### config.mk
export PLATFORM = sky130hd
export DESIGN_NAME = alu_seg_scan
export DESIGN_NICKNAME = d
export VERILOG_FILES = /design/src/rtl/alu_seg_scan.sv
export SDC_FILE = /design/constraint.sdc
export NUM_CORES = 1
export LEC_CHECK = 0
export BUFFER_PORTS_ARGS = -buffer_cell sky130_fd_sc_hd__buf_2
export CAP_MARGIN = 40
export CORE_ASPECT_RATIO = 1.25
export CORE_MARGIN = 4
export CORE_UTILIZATION = 30
export DETAILED_ROUTE_END_ITERATION = 10
export PLACE_DENSITY = 0.49
export SLEW_MARGIN = 20
export SYNTH_ARGS = -nofsm -noshare
export SYNTH_HDL_FRONTEND = slang
export SYNTH_SLANG_ARGS = --single-unit
### constraint.sdc
create_clock -name clk -period 4.6 [get_ports clk]
set_input_delay 0.46 -clock clk [delete_from_list [all_inputs] [get_ports clk]]
set_output_delay 0.46 -clock clk [all_outputs]
set_load 0.05 [all_outputs]
### src/rtl/alu_seg_scan.sv
// Purpose: latch one ALU result on valid and show it on a 4-digit common-anode seven-segment display (result, op code, flag, sign).
// Latency: capture lands on the valid edge; seg/an are combinational from registered state, so new data shows the next cycle.
// Backpressure: none. valid is never stalled, and every valid edge overwrites the held result.
//
// Ports:
//   clk        system clock
//   rst        synchronous reset, active-high, has priority over everything
//   valid      capture strobe; func/sum/cout/overflow/f are latched on each edge with valid=1
//   func       ALU op code (000 add, 001 sub, 010 not, 011 and, 100 or, 101 xor, 110 slt, 111 eq)
//   sum        adder result
//   cout       adder carry-out
//   overflow   adder signed overflow; while held set, the result digit blinks
//   f          logic/compare result
//   seg        {dp,g,f,e,d,c,b,a}, active-low
//   an         digit enables, active-low, exactly one bit low
//   frame_done one-cycle pulse after the digit index wraps 3->0
module alu_seg_scan #(
  parameter int SCAN_DIV  = 50000,
  parameter int BLINK_DIV = 64
) (
  input  logic       clk,
  input  logic       rst,
  input  logic       valid,
  input  logic [2:0] func,
  input  logic [3:0] sum,
  input  logic       cout,
  input  logic       overflow,
  input  logic [3:0] f,
  output logic [7:0] seg,
  output logic [3:0] an,
  output logic       frame_done
);

  localparam int PW = (SCAN_DIV  > 1) ? $clog2(SCAN_DIV)  : 1;
  localparam int BW = (BLINK_DIV > 1) ? $clog2(BLINK_DIV) : 1;

  localparam logic [PW-1:0] PRE_LAST   = PW'(SCAN_DIV - 1);
  localparam logic [BW-1:0] BLINK_LAST = BW'(BLINK_DIV - 1);

  localparam logic [6:0] GLYPH_BLANK = 7'h7F;
  localparam logic [6:0] GLYPH_DASH  = 7'h3F;
  localparam logic [6:0] GLYPH_O     = 7'h40;
  localparam logic [6:0] GLYPH_C     = 7'h46;

  logic [PW-1:0] r_pre;
  logic [1:0]    r_idx;
  logic          r_have;
  logic [2:0]    r_func;
  logic [3:0]    r_sum;
  logic          r_cout;
  logic          r_ovf;
  logic [3:0]    r_f;
  logic [BW-1:0] r_bcnt;
  logic          r_bph;
  logic          r_fd;

  logic          w_pre_wrap;
  logic          w_frame_wrap;
  logic          w_is_arith;
  logic [3:0]    w_result;
  logic [6:0]    w_glyph;

  function automatic logic [6:0] hex_glyph(input logic [3:0] v);
    logic [6:0] g;
    case (v)
      4'h0: g = 7'h40;
      4'h1: g = 7'h79;
      4'h2: g = 7'h24;
      4'h3: g = 7'h30;
      4'h4: g = 7'h19;
      4'h5: g = 7'h12;
      4'h6: g = 7'h02;
      4'h7: g = 7'h78;
      4'h8: g = 7'h00;
      4'h9: g = 7'h10;
      4'hA: g = 7'h08;
      4'hB: g = 7'h03;
      4'hC: g = 7'h46;
      4'hD: g = 7'h21;
      4'hE: g = 7'h06;
      default: g = 7'h0E;
    endcase
    return g;
  endfunction

  assign w_pre_wrap   = (r_pre == PRE_LAST);
  assign w_frame_wrap = w_pre_wrap && (r_idx == 2'd3);

  always_ff @(posedge clk) begin
    if (rst) begin
      r_pre  <= '0;
      r_idx  <= '0;
      r_have <= 1'b0;
      r_func <= '0;
      r_sum  <= '0;
      r_cout <= 1'b0;
      r_ovf  <= 1'b0;
      r_f    <= '0;
      r_bcnt <= '0;
      r_bph  <= 1'b0;
      r_fd   <= 1'b0;
    end else begin
      r_pre <= w_pre_wrap ? '0 : r_pre + 1'b1;
      if (w_pre_wrap) begin
        r_idx <= r_idx + 2'd1;
      end
      r_fd <= w_frame_wrap;

      // A capture restarts the blink so a fresh result always starts visible;
      // it overrides any blink advance from a wrap on the same edge.
      if (valid) begin
        r_have <= 1'b1;
        r_func <= func;
        r_sum  <= sum;
        r_cout <= cout;
        r_ovf  <= overflow;
        r_f    <= f;
        r_bcnt <= '0;
        r_bph  <= 1'b0;
      end else if (!r_ovf) begin
        r_bcnt <= '0;
        r_bph  <= 1'b0;
      end else if (w_frame_wrap) begin
        if (r_bcnt == BLINK_LAST) begin
          r_bcnt <= '0;
          r_bph  <= ~r_bph;
        end else begin
          r_bcnt <= r_bcnt + 1'b1;
        end
      end
    end
  end

  assign w_is_arith = (r_func == 3'b000) || (r_func == 3'b001);
  assign w_result   = w_is_arith ? r_sum : r_f;

  always_comb begin
    w_glyph = GLYPH_BLANK;
    if (r_have) begin
      case (r_idx)
        2'd0: w_glyph = (r_ovf && r_bph) ? GLYPH_BLANK : hex_glyph(w_result);
        2'd1: w_glyph = hex_glyph({1'b0, r_func});
        2'd2: w_glyph = r_ovf ? GLYPH_O : (r_cout ? GLYPH_C : GLYPH_BLANK);
        default: w_glyph = (w_is_arith && r_sum[3]) ? GLYPH_DASH : GLYPH_BLANK;
      endcase
    end
  end

  assign seg        = {1'b1, w_glyph};
  assign an         = ~(4'b0001 << r_idx);
  assign frame_done = r_fd;

endmodule

==> flow_summary.json, run 1 <==
{
  "diodes": 0,
  "fillers": 921,
  "drive_above_1_share_pct": 15.12,
  "clk_latency_ns": 0.30,
  "r2r_end": "r_pre[5]",
  "cts_resized": 0,
  "grt_setup_unrepaired": "false",
  "syn_avg_cell_area_sq_um": 8.718,
  "power_per_cell_area_mw_per_mm2": 292.0,
  "clkSinkCount": 47,
  "hp-class": "in2reg",
  "h-tree-depth": 2,
  "worstHoldEndpoint": "r_sum[1]",
  "numCtsBuffers": 5,
  "drt_pass1_iterations": 4,
  "wl_met3_um": 214,
  "start_util_pct": 30.66,
  "crit_type": "reg2out",
  "finClkSkew_ns": 0.008154,
  "die_y_um": 113.4,
  "grt_first_pass_wirelength_um": 10050,
  "drt-met1-wl_um": 2643,
  "grt_antenna_before_repair": 0,
  "max_freq_mhz": 296.8,
  "seq_area_sq_um": 940.9,
  "cts_tree": "yes",
  "cp.required_ns": 4.14,
  "synthCells": 306,
  "syn_area_sq_mm": 0.002668,
  "rows": 38,
  "routabilityCongestion": 0.8484,
  "cp_slowest_stage_delay_ns": 0.46,
  "slew_headroom_pct": 59.89,
  "regToRegSetupSlack_ns": 2.68,
  "drt_iter0_drc": 71,
  "setup_violations": 0,
  "num_vias": 2188,
  "cts_setup_buffers": 0,
  "hp-start": "sum[1]",
  "layout_commonest_cell": "dfxtp_1",
  "slowest_stage": "dfxtp_1",
  "synth_async_sr_flop_share_pct": 0,
  "synthXorXnorAreaFrac_pct": 3.940,
  "synth-edff-count": 0,
  "die_area_sq_mm": 0.01047,
  "grt_pass1_vias": 2103,
  "timing.hold.ws_ns": 0.3973,
  "root_buffer": "clkbuf_8",
  "min_period_over_period_pct": 73.24,
  "slew_viol_final": 0,
  "crit_buf_inv": 2,
  "synth_fa_ha_area_share_pct": 8.443,
  "wirelength_um": 6025,
  "ys_warn_count": 0,
  "ys.flop_type": "dfxtp_1",
  "synth-simple-area-share_pct": 25.14,
  "clockBufferDepth": 2,
  "cp_top_family": "compound AO/OA/AOI/OAI gates",
  "postPlaceCellArea_sq_mm": 0.002874,
  "yosysTopAreaCell": "dfxtp_1",
  "ys_seq_area_share_pct": 35.27,
  "maxCapViolCount": 0,
  "start_kind": "flop",
  "status": "finished, final reports clean",
  "wl_met2_um": 3026,
  "drtAntennaViolNets": 0,
  "yosys.area.top_type_share_pct": 35.27,
  "cts_hold_buf": 0,
  "synth_cell_types": 52,
  "fin_tns_setup_ns": 0,
  "hold_depth": 3,
  "clk_pin_slew_ns": 0.09,
  "multi_input_area_sq_mm": 0.001588,
  "max-vdd-ir-drop_v": 0.0001244,
  "r2r_cells": 5,
  "die_width_um": 92.34,
  "top_layer_used": "met4",
  "port_buffers": 27,
  "hold_viol_final": 0,
  "synth-seq-cells": 47,
  "num_io_pins": 29,
  "fin_area_sq_mm": 0.002992,
  "design.core.area_sq_mm": 0.008701,
  "viasPerCell": 4.928,
  "synth_top_family_by_area": "simple AND/OR/NAND/NOR gates",
  "synth_compound_area_share_pct": 15.10,
  "r2r-start": "r_pre[0]",
  "layout_min_cycle_time_ns": 3.369,
  "drcViolationCount": 0,
  "synth_mux_area_share_pct": 6.754,
  "most-common-layout-cells": "47 x dfxtp_1, 33 x nor2_1, 27 x buf_2",
  "total_leakage_power_uw": 0.001215,
  "worstSetupEndpointType": "output port",
  "cp.arrival_ns": 2.91,
  "tightest_slew_ns": 0.6004,
  "postLayoutCoreUtil_pct": 34.38,
  "nets": 357,
  "crit_chain": "nor2_1, mux2i_1, inv_1, ha_1, o211ai_1, o311ai_0, a221oi_1, o21ai_0, buf_2",
  "layout-area-overhead-vs-synth_pct": 12.15,
  "critPathMaxFanout": 16,
  "overflow": 0,
  "syn_nets": 340,
  "hpwl_um": 4600,
  "routedWlPerCell_um": 13.57,
  "synth_area_leaders": "dfxtp_1 35%, ha_1 8.4%, mux2i_1 6.8%",
  "track_usage_pct": 11.83,
  "grt_max_degree": 22
}
==> worst reg2reg max path: stages, from the launching register on <==
cell and delay (ns):
dfxtp_1 0.36, ha_1 0.30, and3_1 0.33, nand4_4 0.20, nand2b_1 0.48, nor2_1 0.11
==> worst max-delay path by stage <==
| stage | startpoint | endpoint | slack (ns) | cells past startpoint |
|---|---|---|---|---|
| floorplan | r_func[2] | seg[3] | 1.35 | 8 |
| global placement | r_func[2] | seg[5] | 1.65 | 9 |
| detailed placement | r_func[2] | seg[5] | 1.55 | 9 |
| CTS | r_func[2] | seg[5] | 1.22 | 9 |
| global route | r_func[2] | seg[5] | 0.91 | 9 |
| finish | r_func[2] | seg[5] | 1.23 | 9 |
==> final cells by class <==
type                       instances  share of cell area (%)
clock buffer                       6                   2.760
clock inverter                     2                   1.171
inverter                          16                   2.008
multi-input combinational        226                   53.07
sequential                        47                   31.45
tap                              120                   5.019
timing repair buffer              27                   4.517
==> cell usage after synthesis, types with 2 or more instances <==
cell type  count
and4_2         2
nand2b_1       5
and2_1         3
clkbuf_1       9
and4bb_2       2
and3_1         6
nor3_1         6
nor3b_1        2
xnor2_1        4
or2_2          4
inv_1         15
nand2_1       16
o21ai_0       17
buf_2          5
or3b_2         2
a21oi_1       17
nor2b_1        4
buf_4          2
a21o_1         2
mux2i_1       18
or3_1          2
a31oi_1        2
xor2_1         8
ha_1          18
o211ai_1       3
nand4b_1       2
dfxtp_1       47
o31ai_1        4
o21a_1         2
or4_1          4
and4_1         2
nand4_1        6
a221oi_1       7
nand3_1        7
nor2_1        33
a2111oi_0      2
==> per-stage QoR <==
step | setup WS [ns] | std cells | total power (uW)
3_5_place_dp | 1.551 | 436 | 571.0
3_3_place_gp | 1.652 | 436 | 571.0
5_1_grt | 0.9108 | 444 | 917.8
4_1_cts | 1.220 | 444 | 887.9
2_1_floorplan | 1.352 | 306 | 538.1
6_report | 1.231 | 444 | 873.5
==> routing by layer <==
metal,up-vias,global-route usage (%)
met5,-,0
li1,1125,-
met1,1016,13.67
met3,9,2.441
met4,0,4.559
met2,38,21.25
==> cells by family after synthesis <==
group	count (synthesis)
simple gates	115
mux	18
xor+xnor	12
compound gates	62
fa+ha+maj	18
flops	47
other cells	1
buf+inv	33
==> report_power, final <==
group	internal (uW)	leakage (uW)	total [uW]	switching, uW
Sequential	422	0.000384	436	14.7
Combinational	45.7	0.000770	124	78.0
Clock	176	0.0000612	313	137
Note: power is estimated with default switching activity, not from simulation.
==> run 2, diff against run 1 <==
- ABC_AREA: unset -> 1
- PLACE_DENSITY: 0.49 -> 0.51
- clock period: 4.6 -> 3 ns (I/O delays scaled with it)
==> flow_summary.json, run 2 <==
{
  "num_io_pins": 29,
  "synth-seq-cells": 47,
  "grt_antenna_before_repair": 0,
  "start_kind": "flop",
  "maxCapViolCount": 0,
  "drcViolationCount": 0,
  "cp.required_ns": 2.70,
  "tightest_slew_ns": 0.5275,
  "syn_nets": 405,
  "finClkSkew_ns": 0.01126,
  "grt_first_pass_wirelength_um": 10180,
  "min_period_over_period_pct": 86.65,
  "max-vdd-ir-drop_v": 0.0001928,
  "rows": 37,
  "pwr-share-clk_pct": 34.6,
  "max_freq_mhz": 384.7,
  "clk_latency_ns": 0.30,
  "cts_tree": "yes",
  "worstSetupEndpointType": "output port",
  "synth_async_sr_flop_share_pct": 0,
  "synth_area_leaders": "dfxtp_1 36%, nand2_1 13%, ha_1 8.6%",
  "layout_commonest_cell": "nand2_1",
  "grt_setup_unrepaired": "false",
  "clk_pin_slew_ns": 0.09,
  "drive_above_1_share_pct": 15.04,
  "die_area_sq_mm": 0.01027,
  "port_buffers": 27,
  "r2r_cells": 6,
  "h-tree-depth": 2,
  "cts_setup_buffers": 0,
  "grt_pass1_vias": 2254,
  "cts_hold_buf": 0,
  "drtAntennaViolNets": 0,
  "top_usage_layer": "met2",
  "layout-area-overhead-vs-synth_pct": 13.89,
  "routedWlPerCell_um": 10.99,
  "power_per_cell_area_mw_per_mm2": 468.7,
  "ys.flop_type": "dfxtp_1",
  "cp.arrival_ns": 2.30,
  "met3_usage_pct": 2.547,
  "nets": 432,
  "cts_resized": 0,
  "worst_slack_ns": 0.4004,
  "diodes": 0,
  "syn_area_sq_mm": 0.002613,
  "share_comb_of_total_power_pct": 18.1,
  "grt_use_met1_pct": 14.70,
  "synth_cell_types": 33,
  "postLayoutCoreUtil_pct": 35.51,
  "num_vias": 2294,
  "track_usage_pct": 11.91,
  "power.switching_uw": 399.8,
  "hp-class": "in2reg",
  "syn_avg_cell_area_sq_um": 7.042,
  "postPlaceCellArea_sq_mm": 0.002858,
  "synthCells": 371,
  "grt_max_degree": 20,
  "total_leakage_power_uw": 0.001277,
  "crit_type": "reg2out",
  "setup_violations": 0,
  "slew_headroom_pct": 64.56,
  "die_width_um": 91.47,
  "viasPerCell": 4.446,
  "yosysTopAreaCell": "dfxtp_1",
  "hold_depth": 3,
  "status": "finished, final reports clean",
  "hpwl_um": 4374,
  "netlist_top_cells_count": "89 x nand2_1, 47 x dfxtp_1, 42 x inv_1, 39 x nor2_1, 32 x a21oi_1",
  "dp_worst_setup_slack_ns": 0.7386,
  "numCtsBuffers": 5,
  "yosys.area.top_type_share_pct": 36.02,
  "drt_pass1_iterations": 4,
  "finalPower_uw": 1395,
  "overflow": 0,
  "clockBufferDepth": 2,
  "routabilityCongestion": 0.8997,
  "critPathMaxFanout": 7,
  "ys_seq_area_share_pct": 36.02,
  "start_util_pct": 31.18,
  "seqPwrFrac_pct": 47.3,
  "clkSinkCount": 47,
  "slew_viol_final": 0,
  "design.core.area_sq_mm": 0.008379,
  "hold_viol_final": 0,
  "ys_warn_count": 0,
  "switching_share_pct": 28.66,
  "most-common-layout-cells": "89 x nand2_1, 47 x dfxtp_1, 42 x inv_1",
  "wirelength_um": 5673,
  "layout_min_cycle_time_ns": 2.600,
  "fin_tns_setup_ns": 0,
  "grt_use_met2_pct": 21.06,
  "fin_area_sq_mm": 0.002975,
  "root_buffer": "clkbuf_8",
  "synth_most_common_cell": "nand2_1",
  "internal_power_uw": 994.9,
  "drt_iter0_drc": 115,
  "synth-edff-count": 0,
  "die_y_um": 112.3
}
## run 2: changes by cell type in the layout (fill, tap and decap cells not counted), moves of 7 or more
cell	change
inv_1	+27
nand3_1	+21
a21oi_1	+15
nand2_1	+73
mux2i_1	-18
a221oi_1	-7
## run 2: critical path: stages (launching register included)
cell     delay [ns]
dfxtp_1        0.36
nor2_4         0.20
nand2_1        0.07
o21ai_1        0.25
inv_1          0.15
ha_1           0.22
inv_1          0.09
nand2_1        0.07
o21ai_0        0.13
o21ai_0        0.09
nand3_1        0.10
buf_2          0.26
## run 2: metal layers
metal | wire (um) | up-vias
met1 | 2581 | 1021
met5 | 0 | -
met2 | 2813 | 35
met4 | 44 | 0
met3 | 233 | 4
li1 | - | 1234
## run 2: per-stage QoR
stage | hold slack [ns] | instances
2_1_floorplan | 0.4175 | 371
3_3_place_gp | 0.4363 | 508
3_5_place_dp | 0.4408 | 508
4_1_cts | 0.2171 | 516
5_1_grt | 0.2463 | 516
6_report | 0.2255 | 516
## run 2: worst paths after layout
kind | startpoint | to | slack (ns)
setup / recovery | r_func[2] | seg[2] | 0.40
hold / removal | f[3] | r_f[3] | 0.23
setup reg to reg | r_func[1] | flop | 1.41
hold reg to reg | r_pre[0] | r_pre[0] | 0.45
## run 2: power groups by stage
| stage | Clock [uW] | Combinational (uW) | Sequential, uW |
|---|---|---|---|
| after floorplan | 0 | 199 | 672 |
| after global placement | 0 | 255 | 674 |
| after detailed placement | 0 | 255 | 675 |
| after CTS | 501 | 256 | 660 |
| after global routing | 521 | 289 | 663 |
| final | 482 | 252 | 660 |
## run 2: area by class of cell
cell class	count	area, sq um
clock inverters	2	35.03
clock buffers	6	82.58
repair buffers	28	142.6
fillers	900	5404
flip-flops and latches	47	940.9
multi-input cells	269	1451
inverters	47	176.4
well taps	117	146.4
## run 2: logic make-up (layout without fill, tap and decap cells)
logic type | count (synthesis) | count (layout) | synth area share, %
AOI/OAI and AO/OA | 58 | 58 | 11.59
xor gates and xnor gates | 5 | 5 | 1.676
adders and majority gates | 18 | 18 | 8.621
buffers and inverters | 55 | 83 | 8.429
DFF | 47 | 47 | 36.02
other | 1 | 1 | 0.1435
and+or+nand+nor | 187 | 187 | 33.53
==> run 3, diff against run 2 <==
- ABC_AREA: 1 -> unset
- GPL_ROUTABILITY_DRIVEN: unset -> 1
==> flow_summary.json, run 3 (synthesis gave the netlist of run 1 again) <==
{
  "power_per_cell_area_mw_per_mm2": 415.3,
  "cp.required_ns": 2.70,
  "num_vias": 2200,
  "clkSinkCount": 47,
  "critPathMaxFanout": 5,
  "diodes": 0,
  "drive_above_1_share_pct": 16.51,
  "share_comb_of_total_power_pct": 16.2,
  "layout-area-overhead-vs-synth_pct": 12.52,
  "start_kind": "flop",
  "drt_iter0_drc": 44,
  "cts_tree": "yes",
  "viasPerCell": 4.922,
  "crit_type": "reg2out",
  "worstSetupEndpointType": "output port",
  "die_width_um": 92.34,
  "crit_chain": "nor2_2, mux2i_1, inv_1, ha_1, o211ai_1, o311ai_0, a221oi_1, o21ai_1, buf_2",
  "layout_min_cycle_time_ns": 2.703,
  "track_usage_pct": 12.15,
  "wirelength_um": 6065,
  "drt_pass1_iterations": 4,
  "total_leakage_power_uw": 0.001221,
  "slowest_stage": "dfxtp_1",
  "drcViolationCount": 0,
  "max-vdd-ir-drop_v": 0.0001688,
  "clockBufferDepth": 2,
  "rows": 38,
  "maxCapViolCount": 0,
  "clk_pin_slew_ns": 0.08,
  "hold_viol_final": 0,
  "die_y_um": 113.4,
  "cp_top_family": "compound AO/OA/AOI/OAI gates",
  "start_util_pct": 30.66,
  "pwr-share-clk_pct": 30.5,
  "finClkSkew_ns": 0.008824,
  "cp.depth": 9,
  "finalPower_uw": 1247,
  "root_buffer": "clkbuf_8",
  "clk_latency_ns": 0.29,
  "fillers": 930,
  "grt_max_degree": 22,
  "hold_depth": 3,
  "routabilityCongestion": 0.8396,
  "internal_power_uw": 903.4,
  "slew_viol_final": 0,
  "nets": 361,
  "crit_buf_inv": 2,
  "min_period_over_period_pct": 90.10,
  "h-tree-depth": 2,
  "most-common-layout-cells": "47 x dfxtp_1, 32 x nor2_1, 27 x buf_2",
  "tightest_slew_ns": 0.6071,
  "grt_setup_unrepaired": "false",
  "cp.arrival_ns": 2.40,
  "fin_tns_setup_ns": 0,
  "layout_commonest_cell": "dfxtp_1",
  "design.core.area_sq_mm": 0.008701,
  "switching_share_pct": 27.54,
  "die_area_sq_mm": 0.01047,
  "r2r_cells": 5,
  "hp-class": "in2reg",
  "overflow": 0,
  "routedWlPerCell_um": 13.57,
  "seqPwrFrac_pct": 53.3,
  "status": "finished, final reports clean",
  "numCtsBuffers": 5,
  "slew_headroom_pct": 59.52,
  "cp_slowest_stage_delay_ns": 0.32,
  "grt_antenna_before_repair": 0,
  "cts_hold_buf": 0,
  "max_freq_mhz": 370.0,
  "setup_violations": 0,
  "grt_pass1_vias": 2131,
  "hpwl_um": 4679,
  "drtAntennaViolNets": 0,
  "grt_first_pass_wirelength_um": 10310,
  "port_buffers": 27,
  "num_io_pins": 29,
  "power.switching_uw": 343.3
}
[run 3: changes by cell type in the layout (fill, tap and decap cells not counted), sizes merged, moves of 6 or more]
cell / before / now
a21oi: 32 / 17
a221oi: 0 / 7
and3: 0 / 6
inv: 47 / 15
mux2i: 0 / 18
nand2: 93 / 16
nand3: 30 / 7
nand4: 1 / 7
nor2: 45 / 33
nor3: 16 / 6
[run 3: final cells by class]
class	instances	area [sq um]	share of cell area (%)
multi-input combinational	226	1598	53.23
sequential	47	940.9	31.35
timing repair buffer	31	165.2	5.502
tap	120	150.1	5.002
clock buffer	6	82.58	2.751
inverter	16	60.06	2.001
clock inverter	1	5.005	0.1667
[run 3: worst paths after layout]
kind,to,slack (ns),from
setup / recovery,seg[5],0.30,r_func[2]
hold / removal,r_sum[1],0.24,sum[1]
setup reg to reg,r_pre[11],1.06,r_pre[0]
hold reg to reg,r_pre[0],0.45,r_pre[0]
[run 3: worst reg2reg max path: cells and delay by family (launching register included)]
| kind | cells | cell delay (ns) |
|---|---|---|
| and+or+nand+nor | 4 | 1.16 |
| DFF | 1 | 0.35 |
| adders and majority gates | 1 | 0.30 |
[run 3: power groups by stage]
stage          Clock [uW]  Sequential, uW  Combinational (uW)
4_1_cts               402             665                 205
3_5_place_dp            0             680                 203
5_1_grt               427             668                 224
6_report              380             665                 202
2_1_floorplan           0             672                 155
3_3_place_gp            0             680                 203
[run 3: layer usage]
layer	share of wire (%)	wire length (um)	global-route usage (%)
met1	45	2725	14.73
met2	50	3038	21.25
met3	2.9	177	2.573
met4	2.0	123	4.163
met5	0	0	0
[run 3: through the flow]
stage / util [%] / worst slack [ns] / cell area (sq um) / std cells / hold WS, ns
CTS: 34.47 / 0.1679 / 2999 / 447 / 0.2355
finish: 34.50 / 0.2970 / 3002 / 447 / 0.2444
global placement: 33.46 / 0.5600 / 2912 / 440 / 0.4236
detailed placement: 33.46 / 0.4948 / 2912 / 440 / 0.4405
global route: 34.50 / 0.04663 / 3002 / 447 / 0.2427
floorplan: - / 0.1755 / 2675 / 306 / 0.4129
[run 3: timing repair]
| action | CTS | global route |
|---|---|---|
| setup buffers | 0 | 0 |
| resized for setup | 0 | 1 |
| endpoints found under the setup margin | 0 | 1 |
